## config.mk

```make
export PLATFORM = sky130hd
export DESIGN_NAME = fifo_wr_arbiter
export DESIGN_NICKNAME = d
export VERILOG_FILES = /design/src/rtl/fifo_arb_pkg.sv /design/src/rtl/fifo_credit_counter.sv /design/src/rtl/fifo_wr_arbiter.sv
export SDC_FILE = /design/constraint.sdc
export NUM_CORES = 1
export LEC_CHECK = 0
export ABC_AREA = 1
export CAP_MARGIN = 20
export CORE_ASPECT_RATIO = 1.25
export CORE_UTILIZATION = 48
export DETAILED_ROUTE_END_ITERATION = 6
export GPL_TIMING_DRIVEN = 0
export PLACE_DENSITY = 0.86
export RECOVER_POWER = 25
export SETUP_SLACK_MARGIN = 0.02
export SYNTH_ARGS = -nofsm -noshare
export SYNTH_HDL_FRONTEND = slang
export SYNTH_SLANG_ARGS = --single-unit
```

## constraint.sdc

```tcl
create_clock -name clk -period 5.5 [get_ports clk]
set_clock_uncertainty 0.05 [all_clocks]
set_input_delay 1.1 -clock clk [delete_from_list [all_inputs] [get_ports clk]]
set_output_delay 1.1 -clock clk [all_outputs]
set_load 0.005 [all_outputs]
```

## src/rtl/fifo_arb_pkg.sv

```systemverilog
// Shared types and helpers for the FIFO write-side arbiter.
package fifo_arb_pkg;

    // Arbiter FSM encoding; the raw bit is exported as diag_state.
    typedef enum logic {
        ARB_IDLE  = 1'b0,
        ARB_BURST = 1'b1
    } arb_state_t;

    // Widest requester vector the pick helper handles.
    localparam int unsigned MAX_REQ   = 32;
    localparam int unsigned MAX_REQ_W = 5;

    // Round-robin pick: the first requester at or after ptr, wrapping
    // modulo n_req. Returns ptr when nobody requests (caller gates on |req).
    function automatic int unsigned rr_pick(
        input logic [MAX_REQ-1:0] req,
        input int unsigned        n_req,
        input int unsigned        ptr
    );
        int unsigned idx;
        logic        found;
        rr_pick = ptr;
        found   = 1'b0;
        idx     = 0;
        for (int unsigned k = 0; k < MAX_REQ; k++) begin
            if (k < n_req) begin
                idx = ptr + k;
                if (idx >= n_req) begin
                    idx = idx - n_req;
                end
                if (!found && req[idx[MAX_REQ_W-1:0]]) begin
                    rr_pick = idx;
                    found   = 1'b1;
                end
            end
        end
    endfunction

endpackage

```

## src/rtl/fifo_credit_counter.sv

```systemverilog
// Local image of FIFO occupancy. A write is counted the cycle it is
// presented to the FIFO; a read only once the FIFO actually accepted it
// (not empty), so the credit check is always conservative.
module fifo_credit_counter
    import fifo_arb_pkg::*;
#(
    parameter int DEPTH = 4,
    parameter int OCC_W = $clog2(DEPTH + 1)
) (
    input  logic             clk,
    input  logic             rst,
    input  logic             fifo_write,
    input  logic             fifo_full,
    input  logic             fifo_read,
    input  logic             fifo_empty,
    output logic [OCC_W-1:0] occ,
    output logic             credit_ok,
    output logic             err_overflow
);

    logic read_lands;

    assign read_lands = fifo_read && !fifo_empty;

    // Room for one more word even counting the write already in flight.
    assign credit_ok = (32'(occ) + 32'(fifo_write)) < 32'(DEPTH);

    // Occupancy tracks accepted writes minus accepted reads.
    always_ff @(posedge clk) begin
        if (rst) begin
            occ <= '0;
        end else begin
            case ({fifo_write, read_lands})
                2'b10: begin
                    if (32'(occ) < 32'(DEPTH)) begin
                        occ <= occ + 1'b1;
                    end
                end
                2'b01: begin
                    if (occ != '0) begin
                        occ <= occ - 1'b1;
                    end
                end
                default: occ <= occ;
            endcase
        end
    end

    // Sticky flag for a write strobe landing on a full FIFO.
    always_ff @(posedge clk) begin
        if (rst) begin
            err_overflow <= 1'b0;
        end else if (fifo_write && fifo_full) begin
            err_overflow <= 1'b1;
        end
    end

endmodule

```

## src/rtl/fifo_wr_arbiter.sv

```systemverilog
// Round-robin write arbiter with a per-owner burst limit in front of a
// shared FIFO. Grants are combinational; the FIFO write port is driven
// one cycle later from registers.
//
// Handshake: req[i] is a level held by producer i while it has a word on
// req_data slice i. gnt[i] high in a cycle means that word is consumed at
// the coming clock edge; the producer may then drop req or present its
// next word. gnt is one-hot or zero and never asserted without credit.
module fifo_wr_arbiter
    import fifo_arb_pkg::*;
#(
    parameter int N_REQ      = 4,
    parameter int DATA_WIDTH = 8,
    parameter int DEPTH      = 4,
    parameter int MAX_BURST  = 2
) (
    input  logic                          clk,
    input  logic                          rst,
    input  logic [N_REQ-1:0]              req,
    input  logic [N_REQ*DATA_WIDTH-1:0]   req_data,
    output logic [N_REQ-1:0]              gnt,
    output logic                          fifo_write,
    output logic [DATA_WIDTH-1:0]         fifo_wdata,
    input  logic                          fifo_full,
    input  logic                          fifo_empty,
    input  logic                          fifo_read,
    output logic [$clog2(DEPTH+1)-1:0]    diag_occ,
    output logic [$clog2(N_REQ)-1:0]      diag_owner,
    output logic                          diag_state,
    output logic                          err_overflow
);

    localparam int OCC_W = $clog2(DEPTH + 1);
    localparam int OWN_W = $clog2(N_REQ);
    localparam int CNT_W = $clog2(MAX_BURST + 1);

    arb_state_t              state;
    logic [OWN_W-1:0]        owner;
    logic [OWN_W-1:0]        rr_ptr;
    logic [CNT_W-1:0]        burst_cnt;

    logic                    credit_ok;
    logic [OCC_W-1:0]        occ;

    logic                    cont_burst;
    logic                    burst_end;
    logic [OWN_W-1:0]        owner_inc;
    logic [OWN_W-1:0]        arb_ptr;
    logic [OWN_W-1:0]        pick;
    logic [OWN_W-1:0]        pick_inc;
    logic [MAX_REQ-1:0]      req_ext;
    logic                    new_grant;
    logic                    burst_grant;
    logic                    grant_any;
    logic [OWN_W-1:0]        gnt_idx;
    logic [N_REQ-1:0]        gnt_vec;
    logic [DATA_WIDTH-1:0]   sel_data;

    fifo_credit_counter #(
        .DEPTH (DEPTH),
        .OCC_W (OCC_W)
    ) u_credit (
        .clk          (clk),
        .rst          (rst),
        .fifo_write   (fifo_write),
        .fifo_full    (fifo_full),
        .fifo_read    (fifo_read),
        .fifo_empty   (fifo_empty),
        .occ          (occ),
        .credit_ok    (credit_ok),
        .err_overflow (err_overflow)
    );

    assign req_ext = MAX_REQ'(req);

    // Burst bookkeeping: does the current owner keep the port, and where
    // does round-robin start if it does not (old owner goes last).
    always_comb begin
        owner_inc  = (owner == OWN_W'(N_REQ - 1)) ? '0 : owner + 1'b1;
        cont_burst = (state == ARB_BURST) && req[owner] &&
                     (burst_cnt < CNT_W'(MAX_BURST));
        burst_end  = (state == ARB_BURST) && !cont_burst;
        arb_ptr    = burst_end ? owner_inc : rr_ptr;
    end

    // Round-robin candidate for a fresh burst, and the pointer after it.
    always_comb begin
        pick     = OWN_W'(rr_pick(req_ext, 32'(N_REQ), 32'(arb_ptr)));
        pick_inc = (pick == OWN_W'(N_REQ - 1)) ? '0 : pick + 1'b1;
    end

    // Grant decision: continue the burst, or start a new one with no bubble.
    always_comb begin
        new_grant   = !rst && !cont_burst && credit_ok && (|req);
        burst_grant = !rst && cont_burst && credit_ok;
        grant_any   = new_grant || burst_grant;
        gnt_idx     = cont_burst ? owner : pick;
        gnt_vec     = '0;
        if (grant_any) begin
            gnt_vec[gnt_idx] = 1'b1;
        end
    end

    assign gnt = gnt_vec;

    // Word of the granted producer, steered into the write register.
    always_comb begin
        sel_data = '0;
        for (int i = 0; i < N_REQ; i++) begin
            if (gnt_vec[i]) begin
                sel_data = req_data[i*DATA_WIDTH +: DATA_WIDTH];
            end
        end
    end

    // Arbiter FSM plus the registered FIFO write port.
    always_ff @(posedge clk) begin
        if (rst) begin
            state      <= ARB_IDLE;
            owner      <= '0;
            rr_ptr     <= '0;
            burst_cnt  <= '0;
            fifo_write <= 1'b0;
            fifo_wdata <= '0;
        end else begin
            fifo_write <= grant_any;
            if (grant_any) begin
                fifo_wdata <= sel_data;
            end

            if (cont_burst) begin
                // Owner still requesting under the limit; a credit stall
                // holds the burst without ending it.
                if (credit_ok) begin
                    burst_cnt <= burst_cnt + 1'b1;
                end
            end else begin
                if (burst_end) begin
                    rr_ptr    <= owner_inc;
                    state     <= ARB_IDLE;
                    burst_cnt <= '0;
                end
                if (new_grant) begin
                    owner     <= pick;
                    burst_cnt <= CNT_W'(1);
                    if (MAX_BURST == 1) begin
                        state  <= ARB_IDLE;
                        rr_ptr <= pick_inc;
                    end else begin
                        state  <= ARB_BURST;
                    end
                end
            end
        end
    end

    assign diag_occ   = occ;
    assign diag_owner = owner;
    assign diag_state = (state == ARB_BURST);

endmodule

```

==> results of run 1 <==
## area by class of cell
cell class	count	area [um^2]	area share, %
Inverter	40	153	6.46
Timing Repair Buffer	61	613	25.9
Multi-Input combinational cell	188	1060	44.9
Sequential cell	20	400	16.9
Clock buffer	3	41.3	1.75
Buffer	5	47.5	2.01
Tap cell	37	46.3	1.96
## stage by stage
stage,total power [uW],std cells
global placement,1100,349
detailed placement,1120,349
CTS,1240,354
floorplan,880,253
global route,1370,354
finish,1240,354
## worst reg2reg max path, cell delays in order, from the launching register on
cell and delay, ns:
dfxtp_1 0.48, inv_1 0.09, nor2_2 0.11, nand3_2 0.13, buf_6 0.17, nand3_2 0.08
nand2_4 0.11, ha_4 0.30, inv_2 0.05, nand3_2 0.08, nand2_2 0.08, nor2_4 0.15
nand2_2 0.07, nand2_2 0.09, nand3_4 0.09, a21oi_4 0.21, buf_4 0.19, nand3_1 0.08
nand2_1 0.06, nor2_1 0.04, nand3_1 0.07, nand2_1 0.05, inv_1 0.04
## cell families (layout without fill, tap and decap cells)
logic type | count (synthesis) | count (layout) | synth area share (%)
flops | 20 | 20 | 24.3
xor+xnor | 1 | 1 | 0.531
simple gates | 156 | 156 | 49.8
compound gates | 26 | 26 | 9.02
buf+inv | 45 | 109 | 12.1
fa+ha+maj | 5 | 5 | 4.25
## flip-flops by register name, summed over array words and instances (netlist names)
| register | cells |
|---|---|
| burst_cnt | 2 |
| diag_owner | 2 |
| diag_state | 1 |
| fifo_wdata | 8 |
| fifo_write | 1 |
| rr_ptr | 2 |
| u_credit.err_overflow | 1 |
| u_credit.occ | 3 |
## what timing repair did
action	in CTS	in global routing
setup endpoints to repair	2	4
gates resized for setup	0	5
pin swaps	2	0
setup buffers	2	0
## cells in the final DEF, fill, tap and decap left out, types with 9 or more instances in the layout
cell type	n
inv_1	36
dfxtp_1	20
nand3_1	39
nand3_2	10
clkdlybuf4s50_1	47
dlygate4sd3_1	9
o21ai_0	11
nor2_1	19
nand2_1	68
## routing by layer
metal	wire, um	GRT usage (%)
met4	53	7.37
met5	0	0
met2	1810	41.3
met3	353	4.28
met1	1880	28.8
## path summary, 6_finish.rpt
kind	start	end	slack, ns	cells past startpoint
worst max-delay path	req[0]	gnt[0]	0.26	20
worst min-delay path	u_credit.err_overflow$_SDFFE_PP0P_	u_credit.err_overflow$_SDFFE_PP0P_	0.43	2
worst max register to register	diag_state$_SDFFE_PP0P_	fifo_wdata[6]$_SDFFE_PP0P_	2.59	22
worst min register to register	u_credit.err_overflow$_SDFFE_PP0P_	u_credit.err_overflow$_SDFFE_PP0P_	0.43	2
## power breakdown
| part | switching, uW | leakage (uW) | internal, uW |
|---|---|---|---|
| sequential | 30.1 | 0.000165 | 186 |
| combinational | 553 | 0.00101 | 376 |
| clock | 45.4 | 0.0000216 | 48.8 |
| total | 628 | 0.00120 | 611 |
==> results.ini, run 1 <==
[run_status]
outcome = complete, no violations

[yosys]
ys_types = 30
syn-num-nets = 299
synth_largest_area_cell = dfxtp_1
synthTopCellsByCount = 68 x nand2_1, 39 x nand3_1, 37 x inv_1
synth_area_um2 = 1650
yosysSeqAreaShare_pct = 24.3
synthArstFlopShare_pct = 0
synth_top_area_share_pct = 24.3
synth_edf_count = 0
synth_most_common_cell = nand2_1
synth_warnings = 0
ys_seq_elements = 20
synth_ff_type = dfxtp_1
syn_area_per_cell_um2 = 6.52
yosys-top-cells-area = dfxtp_1 24%, nand2_1 15%, nand3_1 12%
synthCells = 253

[clock_tree]
cts_buffers = 3
clkLatencyLatePin_ns = 0.26
hold_buffers = 0
htreeDepth = 1
clk_pin_slew_worst_paths_ns = 0.07
clock-sinks = 20
cts_tree = built
root_buffer = clkbuf_8
ctsLongestPathBuffers = 2

[power]
p_leak_uw = 0.00120
vdd_ir_drop_max_v = 0.000355
powerDensity_nw_per_um2 = 524

[sta]
drv_slew = 0
fin_crit_ns = 5.24
rsz0062_at_grt = false
finalSetupViolations = 0
relSlewSlack_pct = 77.2
period_share_pct = 95.3
worst_pin_slew_ns = 0.338
hold_viol_final = 0
fmax_ghz = 0.191
setup_slack_ns = 0.260
setup_tns_ns = 0
timing.hold.ws_ns = 0.430

[cells_and_area]
num-nets-final = 365
area_growth_syn_to_layout_pct = 43.2
layout-drive-gt1-share_pct = 13.9
fill_cells = 287
num_antenna_cells = 0
post-route-cell-area_um2 = 2360
finish.utilization_pct = 72.7

[route]
vias = 1774
firstDrtPassIters = 4
viasPerCell = 5.01
remaining_drc_errors = 0
wirelength_mm = 4.09
drtIter0Drc = 28
wl_per_cell_um = 11.6
postRouteAntennaNets = 0

[global_route]
grt_max_degree = 11
gr-total-overflow = 0
grt_pass1_vias = 1557
grt_pass1_wl_mm = 6.49
grtUsageTotal_pct = 23.8
antenna_found_initial = 0

[critical_path]
max_stage_delay_ns = 0.53
critPathKind = in -> out
arrival_ns = 4.09
setup.worst_path.end_class = output port
cp_common_cell = nand3_2
critical-path-top-delay-family = buffers and inverters
start_kind = input port
crit_slowest_cell = clkdlybuf4s50_1
critical_path_required_ns = 4.35
cp_cell_sequence = clkdlybuf4s50_1 > nand2_1 > nand3_2 > nand3_2 > buf_6 > nand3_2 > nand2_4 > ha_4 > inv_2 > nand3_2 > nand2_2 > nor2_4 > o21ai_1 > nand2_1 > nand3_1 > nand2_2 > buf_4 > nand2_1 > nor2_1 > clkdlybuf4s50_1
crit_buf_inv = 5
path_max_fanout = 10

[floorplanning]
die_w_um = 54.4
die_y_um = 67.6
ios = 61
die_area_um2 = 3680
rows = 23
core-area_um2 = 3250
start_util_pct = 50.8

[worst_hold_path]
hold_path.class = reg -> reg

[place]
post-place-ws_ns = 0.0192
dpl_cell_area_um2 = 2290
gp_congestion = 0.809
port_buffers = 59
hpwl_mm = 3.19

[job]
maxCapViolCount = 0

(Power assumes the default switching activity.)
==> run 2: changes to the inputs <==
--- a/config.mk
+++ b/config.mk
@@ -8,12 +8,14 @@
 export ABC_AREA = 1
 export CAP_MARGIN = 20
 export CORE_ASPECT_RATIO = 1.25
-export CORE_UTILIZATION = 48
+export CORE_UTILIZATION = 50
+export CTS_BUF_LIST = sky130_fd_sc_hd__clkbuf_4 sky130_fd_sc_hd__clkbuf_8
 export DETAILED_ROUTE_END_ITERATION = 6
 export GPL_TIMING_DRIVEN = 0
-export PLACE_DENSITY = 0.86
+export PLACE_DENSITY = 0.89
 export RECOVER_POWER = 25
 export SETUP_SLACK_MARGIN = 0.02
+export SLEW_MARGIN = 40
 export SYNTH_ARGS = -nofsm -noshare
 export SYNTH_HDL_FRONTEND = slang
 export SYNTH_SLANG_ARGS = --single-unit
==> results.ini, run 2 (synthesis gave the netlist of run 1 again) <==
[cells_and_area]
num-nets-final = 367  ; +0.55%
final_cell_mix = 67 x nand2_1, 49 x clkdlybuf4s50_1, 39 x nand3_1
fill_cells = 227  ; -21%
reg_top3 = fifo_wdata x8, u_credit.occ x3
area_growth_syn_to_layout_pct = 45.1
finish.utilization_pct = 79.1  ; +6.4 points
num_antenna_cells = 0  ; unchanged
max_flop_register = fifo_wdata
largest_reg_flops = 8  ; unchanged
layout_commonest_cell = nand2_1
layout-drive-gt1-share_pct = 15.0  ; +1.1 points

[run_status]
outcome = complete, no violations

[clock_tree]
htreeDepth = 1  ; unchanged
clk_pin_slew_worst_paths_ns = 0.13  ; +0.06 ns
clock-sinks = 20  ; unchanged
ctsLongestPathBuffers = 2  ; unchanged
cts_tree = built
root_buffer = clkbuf_4
cts_buffers = 3  ; unchanged
clkLatencyLatePin_ns = 0.31  ; +0.05 ns

[global_route]
grt_pass1_wl_mm = 6.85  ; +5.6%
grt_max_degree = 13  ; +2
gr-total-overflow = 0  ; unchanged
grt_pass1_vias = 1645  ; +5.7%
grtUsageTotal_pct = 25.6  ; +1.8 points
antenna_found_initial = 0  ; unchanged

[critical_path]
path_max_fanout = 10  ; unchanged
critPathKind = in -> out
setup.worst_path.end_class = output port
arrival_ns = 4.10  ; about the same
start_kind = input port
critical_path_required_ns = 4.35  ; about the same

[worst_hold_path]
hold_path.class = reg -> reg

[sta]
rsz0062_at_grt = false
setup_tns_ns = 0  ; unchanged
drv_slew = 0  ; unchanged
relSlewSlack_pct = 77.2  ; about the same
finalSetupViolations = 0  ; unchanged
timing.hold.ws_ns = 0.449  ; +0.0188 ns
fin_crit_ns = 5.25  ; +0.00788 ns
fmax_ghz = 0.191  ; -0.15%
hold_viol_final = 0  ; unchanged
worst_pin_slew_ns = 0.339  ; +0.000309 ns
period_share_pct = 95.4  ; +0.14 points

[floorplanning]
start_util_pct = 54.5  ; +3.8 points
die_y_um = 66.2  ; -2.0%
rows = 22  ; -4.3%
ios = 61  ; unchanged
die_w_um = 53.4  ; -1.9%
core-area_um2 = 3030  ; -6.9%
die_area_um2 = 3540  ; -3.9%

[route]
viasPerCell = 5.19  ; +3.6%
drtIter0Drc = 44  ; +57%
remaining_drc_errors = 0  ; unchanged
wirelength_mm = 4.27  ; +4.5%
vias = 1848  ; +4.2%
postRouteAntennaNets = 0  ; unchanged
firstDrtPassIters = 4  ; unchanged
wl_per_cell_um = 12.0  ; +3.9%

[power]
p_leak_uw = 0.00122  ; +1.7%
total_power_uw = 1310  ; +5.9%
vdd_ir_drop_max_v = 0.000424  ; +19%
powerDensity_nw_per_um2 = 548  ; +4.5%

[place]
gp_congestion = 0.804  ; -0.54%
port_buffers = 59  ; unchanged
hpwl_mm = 3.24  ; +1.6%

[job]
maxCapViolCount = 0  ; unchanged

[run 2: path summary, 6_finish.rpt]
path                                                  from                         end  slack, ns  cells past startpoint
worst max-delay path                                req[1]                      gnt[0]       0.25                     20
worst min-delay path             burst_cnt[1]$_SDFFE_PP0P_   burst_cnt[1]$_SDFFE_PP0P_       0.45                      2
worst max register to register  diag_owner[0]$_SDFFE_PP0P_  fifo_wdata[1]$_SDFFE_PP0P_       2.44                     24
worst min register to register   burst_cnt[1]$_SDFFE_PP0P_   burst_cnt[1]$_SDFFE_PP0P_       0.45                      2
[run 2: where the power goes]
part | switching (uW) | internal [uW] | total [uW]
registers | 31.0 | 186 | 217
logic | 570 | 401 | 971
clock network | 49.8 | 73.6 | 123
total | 651 | 661 | 1310
[run 2: area by class of cell]
class                           instances  area, um^2  share of cell area (%)
Sequential cell                        20         400                    16.7
Tap cell                               36        45.0                    1.88
Clock inverter                          1        30.0                    1.25
Clock buffer                            3        22.5                   0.940
Timing Repair Buffer                   63         628                    26.2
Inverter                               40         153                    6.37
Buffer                                  5        51.3                    2.14
Multi-Input combinational cell        188        1060                    44.5
[run 2: what timing repair did]
item	in CTS	in global routing
hold buffers	0	0
endpoints found under the setup margin	0	4
gates resized for setup	0	7
buffers inserted	0	4
[run 2: per-layer routing]
metal / vias up / track usage (%) / wire length, um
li1: 944 / - / -
met1: 814 / 30.6 / 1760
met2: 80 / 44.5 / 2010
met3: 10 / 3.68 / 425
met4: 0 / 9.87 / 76
met5: - / 0 / 0
[run 2: worst max-delay path, cell delays in order]
cell	delay [ns]
clkdlybuf4s50_1	0.52
nand2_1	0.08
nand3_2	0.09
nand3_2	0.11
buf_6	0.17
nand3_2	0.08
nand2_4	0.10
ha_4	0.29
inv_2	0.05
nand3_2	0.08
nand2_2	0.08
nor2_4	0.15
o21ai_1	0.08
nand2_1	0.09
nand3_1	0.09
nand2_2	0.14
buf_6	0.15
nand2_1	0.05
nor2_1	0.08
clkdlybuf4s50_1	0.51
[run 2: per-stage QoR]
stage	area, um^2	setup WS, ns	std cells
finish	2390	0.252	356
global route	2390	0.00642	356
CTS	2340	0.0207	352
detailed placement	2290	0.0350	348
global placement	2290	0.0701	348
floorplan	1650	1.36	253
